<file path="config.mk">
export PLATFORM = sky130hd
export DESIGN_NAME = alu_slice_seq
export DESIGN_NICKNAME = d
export VERILOG_FILES = /design/src/rtl/alu_slice_seq_pkg.sv /design/src/rtl/alu_slice.sv /design/src/rtl/alu_slice_seq.sv
export SDC_FILE = /design/constraint.sdc
export NUM_CORES = 1
export LEC_CHECK = 0
export CAP_MARGIN = 10
export CELL_PAD_IN_SITES_DETAIL_PLACEMENT = 1
export CELL_PAD_IN_SITES_GLOBAL_PLACEMENT = 2
export CORE_ASPECT_RATIO = 1.4
export CORE_MARGIN = 4
export CORE_UTILIZATION = 33
export DETAILED_ROUTE_END_ITERATION = 8
export PLACE_DENSITY = 0.84
export SLEW_MARGIN = 10
export SYNTH_ARGS = -nofsm -noshare
export SYNTH_HDL_FRONTEND = slang
export SYNTH_HIERARCHICAL = 1
export SYNTH_SLANG_ARGS = --single-unit
</file>
<file path="constraint.sdc">
create_clock -name clk -period 3.9 [get_ports clk]
set_clock_uncertainty 0.15 [all_clocks]
set_input_delay 0.78 -clock clk [delete_from_list [all_inputs] [get_ports clk]]
set_output_delay 0.78 -clock clk [all_outputs]
set_load 0.01 [all_outputs]
</file>
<file path="src/rtl/alu_slice_seq_pkg.sv">
// Shared definitions for the HC4e multi-cycle slice ALU: op-code and FSM state encodings.
// The op codes are also used by the datapath decoder, so keep this encoding stable.
package alu_slice_seq_pkg;

    typedef enum logic [2:0] {
        OP_AND  = 3'b001,
        OP_OR   = 3'b010,
        OP_ADD  = 3'b011,
        OP_XOR  = 3'b100,
        OP_SUB  = 3'b101,
        OP_THRU = 3'b111
    } alu_op_e;

    typedef enum logic [1:0] {
        ST_IDLE = 2'd0,
        ST_RUN  = 2'd1,
        ST_DONE = 2'd2
    } alu_state_e;

    // Only ADD and SUB produce a meaningful signed overflow.
    function automatic logic is_arith(input logic [2:0] sel);
        return (sel == OP_ADD) || (sel == OP_SUB);
    endfunction

endpackage

</file>
<file path="src/rtl/alu_slice.sv">
// Combinational W-bit ALU slice: forms the per-op operand pair and adds the chained carry.
// Undefined op codes give zero result, zero carry and raise illegal.
module alu_slice
    import alu_slice_seq_pkg::*;
#(
    parameter int W = 4
) (
    input  logic [2:0]   sel,
    input  logic [W-1:0] a,
    input  logic [W-1:0] b,
    input  logic         cin,
    output logic [W-1:0] y,
    output logic         cout,
    output logic         illegal
);

    logic [W-1:0] lhs;
    logic [W-1:0] rhs;
    logic [W:0]   sum;

    // Every op is "something + carry"; logic ops just leave rhs at zero.
    always_comb begin
        lhs     = '0;
        rhs     = '0;
        illegal = 1'b0;
        case (sel)
            OP_ADD:  begin lhs = a; rhs = b;  end
            OP_SUB:  begin lhs = a; rhs = ~b; end
            OP_XOR:  lhs = a ^ b;
            OP_THRU: lhs = a;
            OP_AND:  lhs = a & b;
            OP_OR:   lhs = a | b;
            default: illegal = 1'b1;
        endcase
        sum = {1'b0, lhs} + {1'b0, rhs} + {{W{1'b0}}, cin & ~illegal};
    end

    assign y    = sum[W-1:0];
    assign cout = sum[W];

endmodule

</file>
<file path="src/rtl/alu_slice_seq.sv">
// Multi-cycle DATA_W-bit ALU built from one SLICE_W-bit slice, LS slice first, start/busy/done handshake.
// Define ALU_OVF_EN to add the registered signed-overflow output ovf_out for ADD/SUB.
module alu_slice_seq
    import alu_slice_seq_pkg::*;
#(
    parameter int DATA_W  = 16,
    parameter int SLICE_W = 4
) (
    input  logic              clk,
    input  logic              rst_n,
    input  logic              start,
    input  logic [2:0]        sel_in,
    input  logic [DATA_W-1:0] in_A,
    input  logic [DATA_W-1:0] in_B,
    input  logic              carry_in,
    output logic              busy,
    output logic              done,
    output logic [DATA_W-1:0] out,
    output logic              carry_out,
    output logic              zero_out,
`ifdef ALU_OVF_EN
    output logic              ovf_out,
`endif
    output logic              illegal
);

    localparam int NSLICE = DATA_W / SLICE_W;
    localparam int CNT_W  = (NSLICE > 1) ? $clog2(NSLICE) : 1;
    localparam logic [CNT_W-1:0] LAST_SLICE = CNT_W'(NSLICE - 1);

    alu_state_e        state;
    logic [CNT_W-1:0]  slice_cnt;
    logic [2:0]        op_reg;
    logic [DATA_W-1:0] a_reg;
    logic [DATA_W-1:0] b_reg;
    logic              carry_reg;

    logic [SLICE_W-1:0] slice_y;
    logic               slice_cout;
    logic               slice_illegal;
    logic [DATA_W-1:0]  next_out;

    // Operands are shifted right each cycle so the slice always sees their low bits.
    alu_slice #(.W(SLICE_W)) u_slice (
        .sel     (op_reg),
        .a       (a_reg[SLICE_W-1:0]),
        .b       (b_reg[SLICE_W-1:0]),
        .cin     (carry_reg),
        .y       (slice_y),
        .cout    (slice_cout),
        .illegal (slice_illegal)
    );

    always_comb begin
        next_out = out;
        next_out[int'(slice_cnt)*SLICE_W +: SLICE_W] = slice_y;
    end

`ifdef ALU_OVF_EN
    logic b_msb;
    logic msb_carry_in;
    logic slice_ovf;

    // Carry into the MSB is recovered from the MSB sum bit of the top slice.
    always_comb begin
        b_msb        = (op_reg == OP_SUB) ? ~b_reg[SLICE_W-1] : b_reg[SLICE_W-1];
        msb_carry_in = a_reg[SLICE_W-1] ^ b_msb ^ slice_y[SLICE_W-1];
        slice_ovf    = is_arith(op_reg) & (msb_carry_in ^ slice_cout);
    end
`endif

    always_ff @(posedge clk or negedge rst_n) begin
        if (!rst_n) begin
            state     <= ST_IDLE;
            slice_cnt <= '0;
            op_reg    <= '0;
            a_reg     <= '0;
            b_reg     <= '0;
            carry_reg <= 1'b0;
            busy      <= 1'b0;
            done      <= 1'b0;
            out       <= '0;
            carry_out <= 1'b0;
            zero_out  <= 1'b0;
            illegal   <= 1'b0;
`ifdef ALU_OVF_EN
            ovf_out   <= 1'b0;
`endif
        end else begin
            case (state)
                ST_IDLE: begin
                    done <= 1'b0;
                    if (start) begin
                        op_reg    <= sel_in;
                        a_reg     <= in_A;
                        b_reg     <= in_B;
                        carry_reg <= carry_in;
                        slice_cnt <= '0;
                        busy      <= 1'b1;
                        state     <= ST_RUN;
                    end
                end
                ST_RUN: begin
                    out       <= next_out;
                    a_reg     <= a_reg >> SLICE_W;
                    b_reg     <= b_reg >> SLICE_W;
                    carry_reg <= slice_cout;
                    if (slice_cnt == LAST_SLICE) begin
                        // Flags change only here, together with the done pulse.
                        slice_cnt <= '0;
                        done      <= 1'b1;
                        carry_out <= slice_cout;
                        zero_out  <= (next_out == '0);
                        illegal   <= slice_illegal;
`ifdef ALU_OVF_EN
                        ovf_out   <= slice_ovf;
`endif
                        state     <= ST_DONE;
                    end else begin
                        slice_cnt <= slice_cnt + 1'b1;
                    end
                end
                ST_DONE: begin
                    done  <= 1'b0;
                    busy  <= 1'b0;
                    state <= ST_IDLE;
                end
                default: begin
                    done  <= 1'b0;
                    busy  <= 1'b0;
                    state <= ST_IDLE;
                end
            endcase
        end
    end

endmodule

</file>
==> run summary, run 1 <==
Max VDD drop - 0.359 mV
Number of synthesized flops with an enable pin - 0
Core Area - 0.00956 mm²
DR iter-0 viols - 88
Post-CTS Hold Buffers - 0
WP data arrival - 3320 ps
Switching Share - 41.9%
Post-synth top area share - 46.6%
GRT Util Overall - 14.6%
Startpoint Class - register
Clk Latency, worst-skew pair - 330 ps
Total number of vias - 2535
CP required - 3970 ps
Worst Tran Pin Value - 984 ps
CTS Sinks - 61
Syn nets - 368
Post-cts sizing count - 0
Max transition margin - 34.1%
Final worst path period share - 83.5%
Avg WL per Cell - 16.1 µm
PwrDens - 892 mW/mm²
Post-synth top area cell - dfrtp_1
Number of buffers created by CTS - 9
Post-DP HPWL - 5.82 mm
Largest net degree at the start of global routing - 62
Combinational Power Share - 51.2%
Setup slack after layout - 642 ps
Root buffer cell - clkbuf_16
Final Hold Viols - 0
Cell Count, Final, Fillers Out - 504
Cell Rows - 42
Cell Area, Synth - 0.00328 mm²
Crit path kind - reg2reg
Die area - 0.0116 mm²
Grt ovf - 0
Placed cell count - 490
Most used cell, CP - fa_1
P_sw - 0.00158 W
Flops & latches, synth - 61
Flop pwr share - 30.8%
Hold crit path type - reg2reg
CP peak stage delay - 580 ps
Mapped Cells - 310
Synth async-reset ratio - 100%
Setup TNS - 0 ps
Number of I/O port buffers - 59
CTS Buffer Depth - 2
Ports - 60
Min-delay src - a_reg[5]
Seq/Total Area, Yosys - 46.6%
Initial antenna violation count - 0
Die width - 92.2 µm
Count of cell types in the netlist - 48
Hold Crit Depth - 2
GPL Wtd Cong - 0.797
Vias in the first global route - 2690
RSZ-0062 raised after global routing - no
Reg2reg path depth - 11
Post-CTS Setup Inserts - 0
Worst Path Max Fanout - 11
Final min period - 3260 ps
Die H - 126 µm
Critical Path End Type - register
Avg Inst Size Synth - 10.6 µm²
P_int - 0.00220 W
# Max-Cap Violations - 0
Synth top area cells - dfrtp_1 47%, mux2i_1 8.2%, ha_1 6.5%
YS warnings - 6
Hold Path End - a_reg[5]
Placed Area - 0.00399 mm²
Max Slew Vio Count - 0
CTS tree - done
P_leak - 1.91 nW
Starting utilization of the core area - 34.3%
Via-per-instance ratio - 5.03
Share of cells above drive strength 1 - 9.68%
Fill count - 1089
Area Overhead vs Synth - 29.4%
Final #Nets - 427
Htree depth - 3
Reg2Reg Launch Point - op_reg[1]
Slowest cell on the critical path - dfrtp_1
DRT Pass-1 Iters - 4
Global-route wire length before repair - 13.4 mm
Detail Route Antenna Nets - 0
Total power - 0.00378 W
Outcome - finished clean
DRC - 0
Ys flop type - dfrtp_1
R2R Path End - zero_out
Final Instance Area - 0.00424 mm²
Routed WL - 8.10 mm
Clk pwr share - 18.0%
Final setup violation count - 0
R2R Setup Slk - 640 ps
Worst-path cell chain - nor2b_4, a221oi_2, a31o_2, fa_1, fa_1, xnor2_1, buf_4, nor2_1, a22oi_1, a2111oi_2, a32o_2
Max frequency - 307 MHz
Clk slew on worst S/H paths - 50 ps
Place WS - 642 ps
ANT cells - 0
-- cell type report --
class	count	area (µm²)	share of cell area, %
flip-flops and latches	61	1530	36.0
repair buffers	66	638	15.0
clock inverters	3	15.0	0.354
well taps	132	165	3.89
clock buffers	11	233	5.49
multi-input cells	213	1600	37.6
inverters	18	67.6	1.59
-- per-layer routing --
layer  wire [µm]  share of wire [%]  up-vias  global-route usage [%]
li1            -                  -     1228                       -
met1        3470                 43     1245                    17.1
met2        4130                 51       51                    25.3
met3         370                4.6       11                    3.64
met4         133                1.6        0                    6.21
met5           0                  0        -                       0
-- worst max-delay path, delay by kind of cell (launching register included) --
kind / cells / cell delay, ps
XOR/XNOR: 1 / 150
adder cells (fa/ha/maj): 2 / 880
buffers and inverters: 1 / 160
AO/OA/AOI/OAI: 5 / 860
flip-flops: 1 / 580
AND/OR/NAND/NOR: 2 / 360
-- cell usage after synthesis, types with 2 or more instances --
cell      count
a22oi_1       2
mux2i_1      27
fa_1          2
nor3_1        3
o22ai_1       3
a221oi_2      2
a21o_1        2
buf_6         2
dfrtp_1      61
nand2b_1      3
buf_4         6
nor2b_4       2
nor2b_1       2
a21boi_0      2
mux2_2        5
o21ai_1       4
and2_1        2
a22o_1        9
nor2_1       11
ha_1         17
nor4_1        3
o21bai_1      2
nand2_1      46
inv_1        18
clkbuf_1      9
a32o_1       15
o21ai_0      26
a21oi_1       4
-- per-stage QoR --
stage / utilization [%] / hold slack (ps)
4_1_cts: 44.3 / 331
2_1_floorplan: - / 300
6_report: 44.3 / 327
3_3_place_gp: 41.7 / 310
3_5_place_dp: 41.7 / 320
5_1_grt: 44.3 / 355
-- layout by cell type, fill, tap and decap left out, drive strengths merged, types with 4 or more instances in the layout --
cell           count
ha                17
clkdlybuf4s50     58
a21oi              4
inv               18
nor2              12
a32o              16
dfrtp             61
buf                8
mux2i             27
clkbuf            11
nor2b              4
o21ai             30
mux2               5
nand2             46
a22o               9
-- worst max-delay path by stage --
stage	to	slack, ps	startpoint	depth (start not counted)
floorplan	zero_out	900	op_reg[2]	11
global placement	zero_out	710	op_reg[1]	11
detailed placement	zero_out	640	op_reg[1]	11
CTS	zero_out	640	op_reg[1]	11
global route	zero_out	460	op_reg[1]	11
finish	zero_out	640	op_reg[1]	11
-- power by group through the flow --
stage	Sequential, W	Clock (W)	Combinational, W
CTS	0.00117	0.000696	0.00196
global route	0.00121	0.000723	0.00215
finish	0.00117	0.000681	0.00193
floorplan	0.00110	0	0.00134
global placement	0.00116	0	0.00188
detailed placement	0.00118	0	0.00193
-- kinds of logic (layout without fill, tap and decap cells) --
group           Yosys count  in the layout  share of synthesized area (%)
compound gates           80             80                           18.0
simple gates             80             80                           11.9
flops                    61             61                           46.6
buf+inv                  36             98                           5.27
mux                      32             32                           9.97
fa+ha+maj                19             19                           7.71
xor+xnor                  2              2                          0.535
Power figures use the tool's default switching activity.
==> inputs of run 2 (changes only) <==
==> constraint.sdc (replaced) <==
create_clock -name clk -period 3.2 [get_ports clk]
set_clock_uncertainty 0.15 [all_clocks]
set_input_delay 0.64 -clock clk [delete_from_list [all_inputs] [get_ports clk]]
set_output_delay 0.64 -clock clk [all_outputs]
set_load 0.01 [all_outputs]
==> run summary, run 2 (synthesized netlist as in run 1, its figures left out) <==
Hold crit path type - in2async
Starting utilization of the core area - 34.3% (unchanged)
Max VDD drop - 0.536 mV (+49%)
Via-per-instance ratio - 5.09 (+1.3%)
CTS Sinks - 61 (unchanged)
Outcome - finished clean
Detail Route Antenna Nets - 0 (unchanged)
Final worst path period share - 94.6% (+11 points)
PwrDens - 1110 mW/mm² (+24%)
Number of buffers created by CTS - 9 (unchanged)
Clk pwr share - 18.3% (+0.3 points)
P_leak - 1.94 nW (+1.8%)
WP data arrival - 3100 ps (-220 ps)
Worst Path Max Fanout - 5 (-6)
Avg WL per Cell - 16.1 µm (+0.40%)
Max transition margin - 46.6% (+12 points)
# Max-Cap Violations - 0 (unchanged)
Flop pwr share - 29.6% (-1.2 points)
Largest net degree at the start of global routing - 62 (unchanged)
Share of cells above drive strength 1 - 11.6% (+2.0 points)
Final #Nets - 432 (+1.2%)
Die width - 92.2 µm (unchanged)
Cell Rows - 42 (unchanged)
Setup TNS - 0 ps (unchanged)
DR iter-0 viols - 67 (-24%)
GRT Util Overall - 15.1% (+0.53 points)
Crit path kind - reg2reg
Most frequent cells in the layout - 59 x dfrtp_1, 58 x clkdlybuf4s50_1, 46 x nand2_1
Max Slew Vio Count - 0 (unchanged)
Root buffer cell - clkbuf_16
Post-DP HPWL - 6.00 mm (+3.1%)
Die H - 126 µm (unchanged)
ANT cells - 0 (unchanged)
RSZ-0062 raised after global routing - no
Final min period - 3030 ps (-230 ps)
Grt ovf - 0 (unchanged)
Core Area - 0.00956 mm² (unchanged)
Final setup violation count - 0 (unchanged)
Total power - 0.00475 W (+26%)
CP required - 3270 ps (-700 ps)
CTS Buffer Depth - 2 (unchanged)
Total number of vias - 2598 (+2.5%)
M1 WL - 3.47 mm (about the same)
DRC - 0 (unchanged)
DRT Pass-1 Iters - 4 (unchanged)
Switching Share - 41.3% (-0.55 points)
Critical Path End Type - register
P_int - 0.00279 W (+27%)
Sequential cell area - 0.00153 mm² (+0.16%)
Commonest non-fill, non-tap cell in the layout - dfrtp_1
Met3 WL post-DR - 376 µm (+1.6%)
Area Overhead vs Synth - 31.2%
Post-CTS Hold Buffers - 0 (unchanged)
Vias in the first global route - 2774 (+3.1%)
Htree depth - 3 (unchanged)
Reg2reg path depth - 11 (unchanged)
Final Hold Viols - 0 (unchanged)
CTS tree - done
Placed Area - 0.00402 mm² (+0.56%)
Top sig layer - met4
GPL Wtd Cong - 0.826 (+3.7%)
WL met2 - 4.23 mm (+2.6%)
Clk Latency, worst-skew pair - 330 ps (about the same)
Ports - 60 (unchanged)
Combinational Power Share - 52.2% (+1.0 points)
Final Instance Area - 0.00430 mm² (+1.4%)
Number of I/O port buffers - 59 (unchanged)
Fill count - 1078 (-1.0%)
Die area - 0.0116 mm² (unchanged)
Max frequency - 330 MHz (+7.6%)
P_sw - 0.00196 W (+24%)
Clk slew on worst S/H paths - 50 ps (about the same)
Routed WL - 8.23 mm (+1.6%)
Worst Tran Pin Value - 801 ps (-183 ps)
Area of the multi-input gates - 0.00160 mm² (+0.47%)
Global-route wire length before repair - 13.9 mm (+3.5%)
Initial antenna violation count - 0 (unchanged)
Startpoint Class - register
==> run 2: timing repair <==
item                                    CTS  global route
buffers inserted                          0             2
resized for setup                         0             3
endpoints found under the setup margin    0             1
==> run 2: final cells by class <==
cell class / count / share of cell area (%)
well taps: 132 / 3.84
inverters: 18 / 1.57
flip-flops and latches: 61 / 35.6
repair buffers: 71 / 15.7
clock buffers: 13 / 5.82
multi-input cells: 213 / 37.3
clock inverters: 2 / 0.233
==> run 2: path summary, 6_finish.rpt <==
| kind | from | end | slack, ps |
|---|---|---|---|
| setup / recovery | b_reg[0] | zero_out | 170 |
| hold / removal | rst_n | a_reg[13] | 320 |
| setup reg to reg | b_reg[0] | zero_out | 170 |
| hold reg to reg | a_reg[9] | a_reg[9] | 330 |
| max in group asynchronous | rst_n | op_reg[2] | 1990 |
| min in group clk | a_reg[9] | a_reg[9] | 330 |
==> run 2: power groups by stage <==
stage	logic, W	registers [W]	clock network, W
2_1_floorplan	0.00163	0.00134	0
3_3_place_gp	0.00238	0.00140	0
3_5_place_dp	0.00244	0.00143	0
4_1_cts	0.00246	0.00141	0.000896
5_1_grt	0.00278	0.00147	0.000922
6_report	0.00248	0.00141	0.000867
==> run 2: worst max-delay path, cell delays in order (launching register included) <==
cell and delay, ps:
dfrtp_1 410, inv_1 70, ha_1 290, a221oi_2 60, a31o_2 250, fa_1 450, fa_1 440, xnor2_2 160
nor2_1 70, a22oi_1 230, a2111oi_2 60, a32o_2 270
==> run 2: layer usage <==
metal	up-vias	global-route usage [%]
li1	1234	-
met5	-	0
met1	1291	17.1
met2	61	26.7
met4	0	6.30
met3	12	4.12
==> run 2: through the flow <==
stage               utilization, %  setup slack [ps]  cells  hold slack (ps)
global route                  45.0              16.9    510              357
global placement              42.0               157    493              312
finish                        45.0               172    510              318
CTS                           44.7              32.6    508              334
detailed placement            42.0              46.3    493              322
floorplan                        -               203    310              194
